`config.mk`:
```
export PLATFORM = sky130hd
export DESIGN_NAME = song_player
export DESIGN_NICKNAME = d
export VERILOG_FILES = /design/src/rtl/note_pkg.sv /design/src/rtl/tone_gen.sv /design/src/rtl/song_player.sv
export SDC_FILE = /design/constraint.sdc
export NUM_CORES = 1
export LEC_CHECK = 0
export CAP_MARGIN = 0
export CORE_MARGIN = 2
export CORE_UTILIZATION = 35
export CTS_CLUSTER_DIAMETER = 30
export DETAILED_ROUTE_END_ITERATION = 16
export GPL_TIMING_DRIVEN = 0
export RECOVER_POWER = 50
export SYNTH_ARGS = -nofsm -noshare
export SYNTH_HDL_FRONTEND = slang
export SYNTH_SLANG_ARGS = --single-unit
```
`constraint.sdc`:
```
create_clock -name clk -period 3.1 [get_ports clk]
set_input_delay 0.31 -clock clk [delete_from_list [all_inputs] [get_ports clk]]
set_output_delay 0.31 -clock clk [all_outputs]
set_load 0.02 [all_outputs]
```
`src/rtl/note_pkg.sv`:
```
// Shared definitions for the song player: note-word layout, octave codes,
// tone half-period table and the playback FSM state encoding.
package note_pkg;

  localparam int unsigned NOTE_W   = 7;
  localparam int unsigned OCT_W    = 2;
  localparam int unsigned HP_W     = 19;
  localparam int unsigned NOTE_LSB = 2;
  localparam int unsigned OCT_LSB  = 0;

  localparam logic [OCT_W-1:0] OCT_MID  = 2'b00;
  localparam logic [OCT_W-1:0] OCT_HIGH = 2'b01;
  localparam logic [OCT_W-1:0] OCT_LOW  = 2'b10;
  localparam logic [OCT_W-1:0] OCT_RSV  = 2'b11;

  typedef enum logic [2:0] {
    ST_IDLE,
    ST_REWIND,
    ST_REQ,
    ST_CHECK,
    ST_PLAY,
    ST_GAP,
    ST_DONE
  } state_e;

  // Half-period in clocks: CLK_HZ/(2*f), shifted for high/low octave.
  function automatic logic [HP_W-1:0] half_period(input int unsigned clk_hz,
                                                  input logic [NOTE_W-1:0] note,
                                                  input logic [OCT_W-1:0] oct);
    logic [HP_W-1:0] base;
    case (note)
      7'b0000001: base = HP_W'(clk_hz / 524);
      7'b0000010: base = HP_W'(clk_hz / 588);
      7'b0000100: base = HP_W'(clk_hz / 660);
      7'b0001000: base = HP_W'(clk_hz / 698);
      7'b0010000: base = HP_W'(clk_hz / 784);
      7'b0100000: base = HP_W'(clk_hz / 880);
      7'b1000000: base = HP_W'(clk_hz / 988);
      default:    base = '0;
    endcase
    case (oct)
      OCT_HIGH: half_period = base >> 1;
      OCT_LOW:  half_period = base << 1;
      default:  half_period = base;
    endcase
  endfunction

  function automatic logic [OCT_W-1:0] norm_octave(input logic [OCT_W-1:0] oct);
    norm_octave = (oct == OCT_RSV) ? OCT_MID : oct;
  endfunction

endpackage

```
`src/rtl/tone_gen.sv`:
```
// Square-wave divider: toggles the buzzer every half-period of the selected note
// while enabled; counter and buzzer are held at zero otherwise.
module tone_gen
  import note_pkg::*;
#(
  parameter int unsigned CLK_HZ = 100_000_000
) (
  input  logic              clk,
  input  logic              rst_n,
  input  logic              i_en,
  input  logic [NOTE_W-1:0] i_note,
  input  logic [OCT_W-1:0]  i_octave,
  output logic              o_buzzer
);

  logic [HP_W-1:0] r_cnt;
  logic            r_buzzer;
  logic [HP_W-1:0] w_half;
  logic [HP_W-1:0] w_reload;
  logic            w_active;

  assign w_half   = half_period(CLK_HZ, i_note, i_octave);
  // Tiny half-periods saturate to toggling every clock.
  assign w_reload = (w_half > HP_W'(1)) ? (w_half - HP_W'(1)) : '0;
  assign w_active = i_en && $onehot(i_note);

  always_ff @(posedge clk) begin
    if (!rst_n || !w_active) begin
      r_cnt    <= '0;
      r_buzzer <= 1'b0;
    end else if (r_cnt == '0) begin
      r_cnt    <= w_reload;
      r_buzzer <= ~r_buzzer;
    end else begin
      r_cnt <= r_cnt - HP_W'(1);
    end
  end

  assign o_buzzer = r_buzzer;

endmodule

```
`src/rtl/song_player.sv`:
```
// Note-memory consumer: rewinds the memory, fetches one note word at a time,
// sounds each note for NOTE_CYCLES then stays silent for GAP_CYCLES.
module song_player
  import note_pkg::*;
#(
  parameter int unsigned CLK_HZ      = 100_000_000,
  parameter int unsigned NOTE_CYCLES = 50_000_000,
  parameter int unsigned GAP_CYCLES  = 5_000_000,
  parameter int unsigned DATA_WIDTH  = 10
) (
  input  logic                  clk,
  input  logic                  rst_n,
  input  logic                  start,
  input  logic                  stop,
  input  logic [DATA_WIDTH-1:0] mem_data,
  input  logic                  mem_ready,
  output logic                  mem_read_en,
  output logic                  mem_read_rst,
  output logic                  buzzer,
  output logic [NOTE_W-1:0]     note_led,
  output logic [OCT_W-1:0]      octave,
  output logic                  playing,
  output logic                  done
);

  localparam int unsigned CNT_MAX = (NOTE_CYCLES > GAP_CYCLES) ? NOTE_CYCLES : GAP_CYCLES;
  localparam int unsigned CNT_W   = (CNT_MAX > 2) ? $clog2(CNT_MAX) : 1;
  localparam logic [CNT_W-1:0] NOTE_LOAD = CNT_W'(NOTE_CYCLES - 1);
  localparam logic [CNT_W-1:0] GAP_LOAD  = CNT_W'(GAP_CYCLES - 1);
  localparam bit HAS_GAP = (GAP_CYCLES != 0);

  state_e            r_state, w_state_nxt;
  logic [CNT_W-1:0]  r_cnt, w_cnt_nxt;
  logic [NOTE_W-1:0] r_note, w_note_nxt;
  logic [OCT_W-1:0]  r_oct, w_oct_nxt;
  logic              r_read_en, r_read_rst, r_playing, r_done;
  logic              w_tone_en;
  logic [NOTE_W-1:0] w_note_field;
  logic              w_note_ok;
  logic              w_unused_rsvd;

  assign w_note_field  = mem_data[NOTE_LSB +: NOTE_W];
  assign w_note_ok     = $onehot(w_note_field);
  assign w_unused_rsvd = ^mem_data[DATA_WIDTH-1:NOTE_LSB+NOTE_W];

  // Next-state, duration counter and latched note; rests latch as all-zero.
  always_comb begin
    w_state_nxt = r_state;
    w_cnt_nxt   = r_cnt;
    w_note_nxt  = '0;
    w_oct_nxt   = '0;
    case (r_state)
      ST_IDLE:   if (start) w_state_nxt = ST_REWIND;
      ST_REWIND: w_state_nxt = ST_REQ;
      ST_REQ:    w_state_nxt = ST_CHECK;
      ST_CHECK: begin
        if (mem_ready) begin
          w_state_nxt = ST_PLAY;
          w_cnt_nxt   = NOTE_LOAD;
          if (w_note_ok) begin
            w_note_nxt = w_note_field;
            w_oct_nxt  = norm_octave(mem_data[OCT_LSB +: OCT_W]);
          end
        end else begin
          w_state_nxt = ST_DONE;
        end
      end
      ST_PLAY: begin
        if (r_cnt == '0) begin
          if (HAS_GAP) begin
            w_state_nxt = ST_GAP;
            w_cnt_nxt   = GAP_LOAD;
          end else begin
            w_state_nxt = ST_REQ;
          end
        end else begin
          w_cnt_nxt  = r_cnt - CNT_W'(1);
          w_note_nxt = r_note;
          w_oct_nxt  = r_oct;
        end
      end
      ST_GAP: begin
        if (r_cnt == '0) w_state_nxt = ST_REQ;
        else             w_cnt_nxt   = r_cnt - CNT_W'(1);
      end
      ST_DONE: w_state_nxt = ST_IDLE;
      default: w_state_nxt = ST_IDLE;
    endcase
    if (stop && (r_state != ST_IDLE)) begin
      w_state_nxt = ST_IDLE;
      w_note_nxt  = '0;
      w_oct_nxt   = '0;
    end
    w_tone_en = (r_state == ST_PLAY) && (w_state_nxt == ST_PLAY);
  end

  // State register with outputs registered from the next state.
  always_ff @(posedge clk) begin
    if (!rst_n) begin
      r_state    <= ST_IDLE;
      r_cnt      <= '0;
      r_note     <= '0;
      r_oct      <= '0;
      r_read_en  <= 1'b0;
      r_read_rst <= 1'b0;
      r_playing  <= 1'b0;
      r_done     <= 1'b0;
    end else begin
      r_state    <= w_state_nxt;
      r_cnt      <= w_cnt_nxt;
      r_note     <= w_note_nxt;
      r_oct      <= w_oct_nxt;
      r_read_en  <= (w_state_nxt == ST_REQ);
      r_read_rst <= (w_state_nxt == ST_REWIND);
      r_playing  <= w_state_nxt inside {ST_REWIND, ST_REQ, ST_CHECK, ST_PLAY, ST_GAP};
      r_done     <= (w_state_nxt == ST_DONE);
    end
  end

  tone_gen #(
    .CLK_HZ(CLK_HZ)
  ) u_tone_gen (
    .clk      (clk),
    .rst_n    (rst_n),
    .i_en     (w_tone_en),
    .i_note   (r_note),
    .i_octave (r_oct),
    .o_buzzer (buzzer)
  );

  assign mem_read_en  = r_read_en;
  assign mem_read_rst = r_read_rst;
  assign note_led     = r_note;
  assign octave       = r_oct;
  assign playing      = r_playing;
  assign done         = r_done;

endmodule

```
==> results of run 1 <==
[stage by stage]
step           setup WS [ns]  power (mW)
4_1_cts               -0.152        2.14
2_1_floorplan        0.00467       0.957
6_report             -0.0240        2.13
3_3_place_gp          -0.772        1.02
3_5_place_dp          -0.862        1.02
5_1_grt               -0.124        2.19
[flip-flops by register name, summed over array words and instances, names as in the netlist]
name and flops:
r_cnt 26, u_tone_gen.r_cnt 19, note_led 7, r_state 3
octave 2, done 1, mem_read_en 1, mem_read_rst 1
playing 1, u_tone_gen.o_buzzer 1
[logic make-up (layout without fill, tap and decap cells)]
group / count (synthesis) / after routing / synth area share, %
flops: 62 / 62 / 29.2
buf+inv: 53 / 101 / 5.10
mux: 7 / 7 / 1.68
fa+ha+maj: 26 / 26 / 8.90
simple gates: 209 / 209 / 26.1
xor+xnor: 29 / 29 / 5.98
compound gates: 146 / 146 / 23.1
[synth_stat cells, drive strengths merged, types with 8 or more instances]
cell and instances:
nor2 72, dfxtp 62, nand2 32, a21oi 31, inv 29, o21ai 28
nor3 24, ha 19, a22oi 15, clkbuf 15, xnor2 15, xor2 14
a21boi 13, nand3 13, or4 10, buf 9, o22ai 9, or2 9
a211oi 8, nor4 8
[report_power, final]
part           internal (mW)  total [mW]  switching, mW
sequential             0.803       0.811        0.00755
clock                  0.768        1.12          0.351
combinational         0.0793       0.199          0.120
[worst max-delay path, delay by kind of cell, from the launching register on]
| family | cells | cell delay (ns) |
|---|---|---|
| fa+ha+maj | 4 | 1.42 |
| simple gates | 3 | 0.91 |
| flops | 1 | 0.36 |
| buf+inv | 3 | 0.22 |
| compound gates | 1 | 0.13 |
[cell type report]
cell class	count	area, sq um
plain buffers	21	100
clock buffers	13	270
clock inverters	3	65.1
fillers	1196	6660
inverters	29	114
multi-input cells	417	2930
flip-flops and latches	62	1260
well taps	147	184
repair buffers	35	333
[repair_timing]
action | 4_1_cts | 5_1_grt
buffers inserted | 8 | 1
hold buffers | 0 | 0
pin swaps | 14 | 7
resized for setup | 23 | 18
setup endpoints to repair | 26 | 28
[worst paths after layout]
kind / to / slack (ns) / cells after the start
min: note_led[1] / 0.32 / 3
max reg2reg: u_tone_gen.r_cnt[6] / -0.02 / 11
max: u_tone_gen.r_cnt[6] / -0.02 / 11
min reg2reg: u_tone_gen.o_buzzer / 0.52 / 2
[routing by layer]
layer	wire length, um	global-route usage (%)
met5	0	0
met1	5420	24.4
met2	5470	30.1
met4	204	6.50
met3	466	3.65
==> metrics.cfg, run 1 <==
[power]
leakage_nw = 2.12
p_per_area_nw_per_um2 = 405
worst_ir_drop_vdd_mv = 0.314

[synthesis]
yosys.area.top_type = dfxtp_1
yosysWarnings = 0
syn_nets = 573
syn_area_sq_um = 4250
async_reset_ff_share_pct = 0
yosysSeqAreaShare_pct = 29.2
synthTopCellsByArea = dfxtp_1 (29%), nor2_1 (6.3%), ha_1 (5.6%)
synth_cell_types = 69
synth_ff_type = dfxtp_1
synth_top_area_share_pct = 29.2
synth-edff-count = 0
yosys_register_bits = 62
avgSynthCellArea_sq_um = 7.98
synth_cells = 532

[detailed_routing]
drc_errors = 0
drtIter0Drc = 357
vias = 4088
drt_pass1_iterations = 5
wirelength_um = 11600
wire_per_inst_um = 15.9
vias_per_cell = 5.62
ant_nets = 0

[grt]
grt_overflow = 0
antenna_found_initial = 0
grt_pass1_wl_um = 19300
grt.total_usage_pct = 18.5
grt_max_degree = 11
grt_pass1_vias = 3947

[sta]
fin_ws_ns = -0.0240
setup_viol = 4
worst_slew_pin_slew_ns = 1.04
hold_violations = 0
finalCriticalPeriod_ns = 3.12
slew-limit-headroom_pct = 30.4
fin_crit_sh_pct = 101
whs_ns = 0.325
final.setup.tns_ns = -0.0602
slew_violations = 0
skew_ns = 0.00916
fmax_mhz = 320
rsz0062_at_grt = yes

[cts]
clock_sinks = 62
cts_tree = yes
clkTransAtPathRegs_ns = 0.05
cts_buffer_depth = 2
clk_latency_ns = 0.33
cts-root-buf = clkbuf_16
h-tree-depth = 3
numCtsBuffers = 9

[worst_setup_path]
critPathCaptureType = flip-flop
path_class = flip-flop to flip-flop
crit_chain = inv_4, ha_4, fa_1, ha_2, inv_2, fa_2, nand4_1, or4_4, or2_1, buf_6, o22ai_4
crit_start = note_led[0]
worst_path_max_delay_cell = fa_1
worst-endpoint-required_ns = 3.36
reg2reg_from = note_led[0]
arrival_ns = 3.38
cp_max_fo = 8
cp-start-kind = flip-flop
cp_slowest_stage_delay_ns = 0.51

[floorplanning]
core_sq_um = 11900
initial_core_util_pct = 35.7
die_h_um = 114
die_x_um = 114
io_pins = 29
die_area_sq_um = 13000
fp-row-count = 40

[finish]
final_nets = 616
diodes = 0
layout_commonest_cell = nor2_1
area_growth_pct = 23.7
stdcell_area_sq_um = 5250
mostFrequentLayoutCells = nor2_1 (71), dfxtp_1 (58), nand2_1 (32), a21oi_1 (30), o21ai_0 (26)
fin_cells = 727
drive_above_1_share_pct = 12.9
utilization_pct = 44.1

[min_path]
worstHoldStart = mem_data[3]
hold_path.class = input pin to flip-flop

[place]
hpwl_um = 8420
finalWeightedCongestion = 0.899
port_buffers = 26
postPlaceCellArea_sq_um = 4710
place_inst = 705

[run_status]
status = complete, but fails checks
violations = setup timing

[run]
cap_violations = 0

No activity file was read; power rests on OpenSTA's default activity.
==> run 2, diff against run 1 <==
--- a/config.mk
+++ b/config.mk
@@ -9,9 +9,11 @@
 export CORE_MARGIN = 2
 export CORE_UTILIZATION = 35
 export CTS_CLUSTER_DIAMETER = 30
+export CTS_CLUSTER_SIZE = 28
 export DETAILED_ROUTE_END_ITERATION = 16
 export GPL_TIMING_DRIVEN = 0
 export RECOVER_POWER = 50
+export SKIP_LAST_GASP = 1
 export SYNTH_ARGS = -nofsm -noshare
 export SYNTH_HDL_FRONTEND = slang
 export SYNTH_SLANG_ARGS = --single-unit
==> run 2 against run 1 <==
Net effect: die area unchanged; the flow still finishes with violations (setup timing); cell count unchanged; hold slack lost 0.0064 ns; clock power is essentially flat; critical endpoint unchanged; wire length about the same; design area is essentially flat; critical path type unchanged.
==> metrics.cfg, run 2 (synthesized netlist as in run 1, its figures left out) <==
[run_status]
status = complete, but fails checks  ; unchanged
violations = setup timing  ; unchanged

[worst_setup_path]
r2r_cells = 11  ; unchanged
reg2reg_from = note_led[0]  ; unchanged
crit_chain = inv_4, ha_4, fa_1, ha_2, inv_2, fa_2, nand4_1, or4_4, or2_1, buf_6, o22ai_4  ; unchanged
worst-endpoint-required_ns = 3.36  ; about the same
path_class = flip-flop to flip-flop  ; unchanged
crit_buf_inv = 3  ; unchanged
worst_path_max_delay_cell = fa_1  ; unchanged
reg2reg_slack_ns = -0.02  ; about the same
r2r-end = u_tone_gen.r_cnt[6]  ; unchanged
cp-start-kind = flip-flop  ; unchanged
critPathCaptureType = flip-flop  ; unchanged
cp_slowest_stage_delay_ns = 0.51  ; about the same
arrival_ns = 3.38  ; about the same
cpLargestDelayFamily = adder cells  ; unchanged
cp_max_fo = 8  ; unchanged

[power]
worst_ir_drop_vdd_mv = 0.314  ; about the same
pwr-share-seq_pct = 38.1  ; about the same
switching_share_pct = 22.5  ; about the same
intPower_mw = 1.65  ; about the same
p_per_area_nw_per_um2 = 405  ; about the same
comb_power_share_pct = 9.4  ; about the same
p_sw_mw = 0.479  ; about the same
pwr-share-clk_pct = 52.6  ; about the same
leakage_nw = 2.12  ; about the same

[detailed_routing]
drtIter0Drc = 357  ; unchanged
drt_pass1_iterations = 5  ; unchanged
ant_nets = 0  ; unchanged
drc_errors = 0  ; unchanged
wire_per_inst_um = 15.9  ; about the same
vias = 4092  ; was 4088
vias_per_cell = 5.63  ; was 5.62
wirelength_um = 11500  ; was 11600 um

[sta]
setup_viol = 4  ; unchanged
whs_ns = 0.319  ; was 0.325 ns
fin_ws_ns = -0.0239  ; was -0.0240 ns
finalCriticalPeriod_ns = 3.12  ; about the same
worst_slew_pin_slew_ns = 1.03  ; was 1.04 ns
slew-limit-headroom_pct = 30.7  ; was 30.4%
slew_violations = 0  ; unchanged
fmax_mhz = 320  ; about the same
skew_ns = 0.00916  ; unchanged
hold_violations = 0  ; unchanged
fin_crit_sh_pct = 101  ; about the same
rsz0062_at_grt = yes  ; unchanged

[place]
place_ws_ns = -0.862  ; unchanged
port_buffers = 26  ; unchanged
hpwl_um = 8420  ; unchanged
finalWeightedCongestion = 0.899  ; unchanged

[grt]
grt.total_usage_pct = 18.5  ; about the same
grt_pass1_vias = 3951  ; was 3947
grt_pass1_wl_um = 19300  ; about the same
grt_max_degree = 11  ; unchanged
grt_overflow = 0  ; unchanged
antenna_found_initial = 0  ; unchanged

[finish]
drive_above_1_share_pct = 12.9  ; unchanged
final_nets = 616  ; unchanged
largest_reg_flops = 26  ; unchanged
layout_commonest_cell = nor2_1  ; unchanged
fillers = 1194  ; was 1196
largest_register = r_cnt  ; unchanged
area_growth_pct = 23.7  ; about the same
diodes = 0  ; unchanged
mostFrequentLayoutCells = nor2_1 (71), dfxtp_1 (58), nand2_1 (32), a21oi_1 (30), o21ai_0 (26)  ; unchanged

[floorplanning]
die_area_sq_um = 13000  ; unchanged
die_x_um = 114  ; unchanged
fp-row-count = 40  ; unchanged
die_h_um = 114  ; unchanged
core_sq_um = 11900  ; unchanged
io_pins = 29  ; unchanged
initial_core_util_pct = 35.7  ; unchanged

[cts]
h-tree-depth = 3  ; unchanged
clk_latency_ns = 0.33  ; about the same
cts_tree = yes  ; unchanged
cts-root-buf = clkbuf_16  ; unchanged
holdBufCountCts = 0  ; unchanged
cts_buffer_depth = 2  ; unchanged
clock_sinks = 62  ; unchanged
numCtsBuffers = 9  ; unchanged
clkTransAtPathRegs_ns = 0.05  ; about the same

[min_path]
hold_depth = 3  ; unchanged
hold_path.class = input pin to flip-flop  ; unchanged
worstHoldStart = mem_data[3]  ; unchanged
min_to = note_led[1]  ; unchanged

[run]
cap_violations = 0  ; unchanged

-- run 2: timing repair --
item	in CTS	in global routing
gates resized for setup	22	19
setup buffers	8	1
endpoints found under the setup margin	26	28
pin swaps	14	7
-- run 2: power groups by stage --
stage,combinational (mW),clock (mW),sequential [mW]
3_5_place_dp,0.192,0,0.828
4_1_cts,0.200,1.13,0.811
2_1_floorplan,0.128,0,0.830
5_1_grt,0.222,1.16,0.811
6_report,0.200,1.12,0.811
3_3_place_gp,0.190,0,0.828
-- run 2: how the worst max path moves through the flow --
stage / depth (start not counted) / start / slack, ns / to
after floorplan: 12 / note_led[1] / 0.005 / u_tone_gen.r_cnt[16]
after detailed placement: 10 / mem_data[2] / -0.86 / octave[1]
final: 11 / note_led[0] / -0.02 / u_tone_gen.r_cnt[6]
after global routing: 9 / note_led[2] / -0.12 / u_tone_gen.r_cnt[6]
after global placement: 10 / mem_data[2] / -0.77 / octave[1]
after CTS: 12 / note_led[3] / -0.15 / u_tone_gen.r_cnt[6]
-- run 2: per-stage QoR --
stage                     instances  cell area, sq um  setup TNS [ns]  utilization [%]  total power, mW
after floorplan                 532              4270               0                -            0.957
after global placement          705              4710           -8.62             39.5             1.02
after detailed placement        705              4710          -10.20             39.5             1.02
after CTS                       728              5190           -1.14             43.6             2.14
after global routing            727              5260           -1.03             44.1             2.19
final                           727              5260         -0.0602             44.1             2.13
-- run 2: worst register-to-register path: stages, from the launching register on --
cell and delay [ns]:
dfxtp_4 0.36, inv_4 0.04, ha_4 0.23, fa_1 0.51, ha_2 0.17, inv_2 0.03, fa_2 0.51, nand4_1 0.17
or4_4 0.50, or2_1 0.24, buf_6 0.15, o22ai_4 0.14
-- run 2: cell type report --
cell class / count / area (sq um) / area share (%)
flip-flops and latches: 62 / 1260 / 23.9
repair buffers: 35 / 337 / 6.40
plain buffers: 21 / 100 / 1.90
clock buffers: 13 / 270 / 5.14
inverters: 29 / 114 / 2.17
clock inverters: 3 / 65.1 / 1.24
well taps: 147 / 184 / 3.50
multi-input cells: 417 / 2930 / 55.7
-- run 2: routing by layer --
metal  vias to the layer above  GRT usage (%)  wire (um)  share of wire (%)
li1                       2015              -          -                  -
met1                      1971           24.4       5410                 47
met2                        88           30.2       5470                 47
met3                        18           3.65        468                4.1
met4                         0           6.50        204                1.8
met5                         -              0          0                  0
==> variant: new RTL, settings of run 1 <==
`CLK_HZ` is set to 100_000_000 in 2 places; all go to 67_108_864.
--- a/src/rtl/tone_gen.sv
+++ b/src/rtl/tone_gen.sv
@@ -4,5 +4,5 @@
   import note_pkg::*;
 #(
-  parameter int unsigned CLK_HZ = 100_000_000
+  parameter int unsigned CLK_HZ = 67_108_864
 ) (
   input  logic              clk,
--- a/src/rtl/song_player.sv
+++ b/src/rtl/song_player.sv
@@ -4,5 +4,5 @@
   import note_pkg::*;
 #(
-  parameter int unsigned CLK_HZ      = 100_000_000,
+  parameter int unsigned CLK_HZ      = 67_108_864,
   parameter int unsigned NOTE_CYCLES = 50_000_000,
   parameter int unsigned GAP_CYCLES  = 5_000_000,
Function: same outputs for any inputs over 10 cycles, from zero or initial values and one cycle with rst_n low; that may be too few to reach the edited logic, so the function may still have changed.
==> variant against run 1 <==
- combinational power up 12%
- sequential cell count unchanged
- wire length increased by 3.5%
- synthesized area up 1.4%
- worst setup slack better by 0.10 ns
- cell area increased by 5.2%
- first-iteration DRC count down 0.28%
- power is 3.8% higher
- global-route usage is 0.29 points lower
- synthesized cell count rose by 3.2%
- highest routed layer unchanged
==> variant: results (changes against run 1) <==
Final HPWL DP=8428 µm (+0.10%); CP Data Arrival Time=3.24 ns (-0.14 ns); fin cells=750 (+3.2%); met3 wire len=408 µm (-12%); first-pass GRT wire length=19460 µm (+1.1%); worst slack at placement=-0.5692 ns (+0.2923 ns); Static Leakage=2.207 nW (+4.3%); Internal=1.697 mW (+2.8%); Met1 Wirelength=5515 µm (+1.8%); layout cells sized above 1=18.41% (+5.5 points); Layout fillers=1175 (-1.8%); via count=4265 (+4.3%); placed cells=722 (+2.4%); sequential fraction of the synthesis area=28.81% (-0.41 points); CTS root buf=clkbuf_16; initial drt markers=356 (-0.28%); Cells after Synth=549 (+3.2%); Total Routing Usage GR=18.19% (-0.29 points); Routed wire per std cell=15.95 µm (+0.36%); Post-Syn Nets=591 (+3.1%); synth unique cells=62 (-10%); nets=640 (+3.9%); worst-path maximum fanout=10 (+2); CTS buffer count=9 (unchanged); peak supply drop=0.0003057 V (-2.5%); global routing usage on met3=4.006% (+0.35 points); met2 WL post-DR=5900 µm (+7.9%); Worst Clk Skew=0.009080 ns (-0.00007766 ns); top cells by area, synth=dfxtp_1 29%, ha_1 5.8%, nand2_1 5.1%, nor2_1 4.4%, o21ai_0 4.1%; met1 Resource Use GR=23.22% (-1.2 points); vias in the first global route=4102 (+3.9%); Commonest cells post-synth=62 x dfxtp_1, 59 x nand2_1, 51 x nor2_1, 35 x o21ai_0, 33 x a21oi_1; largest net degree at the start of global routing=16 (+5); routing usage on met2=30.78% (+0.67 points); CTS H-tree depth=3 (unchanged); status=completed; GP Congestion=0.8388 (-6.6%)
## variant: changes by cell type after synthesis, moves of 5 or more
| cell | before | now |
|---|---|---|
| nor2_1 | 71 | 51 |
| o21ai_0 | 28 | 35 |
| nor4_1 | 4 | 14 |
| nor3_1 | 23 | 16 |
| mux2i_1 | 6 | 0 |
| a211oi_1 | 8 | 2 |
| a32oi_1 | 2 | 7 |
| buf_2 | 8 | 1 |
| nand2_1 | 32 | 59 |
| clkbuf_1 | 15 | 25 |
## variant: repair_timing
| action | 4_1_cts | 5_1_grt |
|---|---|---|
| endpoints found under the setup margin | 40 | 29 |
| buffers inserted | 4 | 10 |
| resized for setup | 34 | 70 |
| endpoints found under the hold margin | 0 | 0 |
| pin swaps | 7 | 25 |
| gates cloned | 1 | 0 |
## variant: cell families (layout without fill, tap and decap cells)
kind of cell / count (synthesis) / in the layout / share of synthesized area, %
AO/OA/AOI/OAI: 164 / 164 / 26.20
adder cells (fa/ha/maj): 27 / 27 / 9.062
flip-flops: 62 / 62 / 28.81
buffers and inverters: 56 / 110 / 4.908
AND/OR/NAND/NOR: 208 / 208 / 24.40
XOR/XNOR: 30 / 30 / 6.099
multiplexers: 2 / 2 / 0.5228
## variant: worst paths after layout
path	cells past startpoint	to	slack, ns	start
max	8	u_tone_gen.r_cnt[1]	0.08	r_cnt[12]
min	3	note_led[0]	0.24	mem_data[2]
max reg2reg	8	u_tone_gen.r_cnt[1]	0.08	r_cnt[12]
min reg2reg	2	r_cnt[6]	0.49	r_cnt[6]
## variant: power groups by stage
| stage | Combinational (mW) | Sequential, mW | Clock [mW] |
|---|---|---|---|
| global route | 0.246 | 0.810 | 1.24 |
| CTS | 0.218 | 0.813 | 1.20 |
| floorplan | 0.147 | 0.834 | 0 |
| detailed placement | 0.212 | 0.832 | 0 |
| finish | 0.222 | 0.809 | 1.18 |
| global placement | 0.210 | 0.832 | 0 |
## variant: metrics by stage
step | area [µm²] | TNS, ns
after floorplan | 4325 | -0.02508
after global placement | 4770 | -8.813
after detailed placement | 4770 | -10.29
after CTS | 5284 | 0
after global routing | 5527 | -0.3144
final | 5527 | 0
## variant: area by class of cell
cell class	instances	area, µm²	share of cell area [%]
tap	147	183.9	3.328
sequential	62	1270	22.98
clock inverter	5	106.4	1.924
timing repair buffer	41	394.1	7.132
clock buffer	11	242.7	4.392
inverter	30	117.6	2.128
buffer	23	122.6	2.219
multi-input combinational	431	3089	55.90
## variant: critical path, stage by stage (launching register included)
cell and delay, ns:
dfxtp_1 0.34, or4_4 0.58, or4b_4 0.56, nor4_4 0.37, xnor2_1 0.20, o311ai_4 0.45, buf_4 0.21, buf_6 0.15
nor2_1 0.06
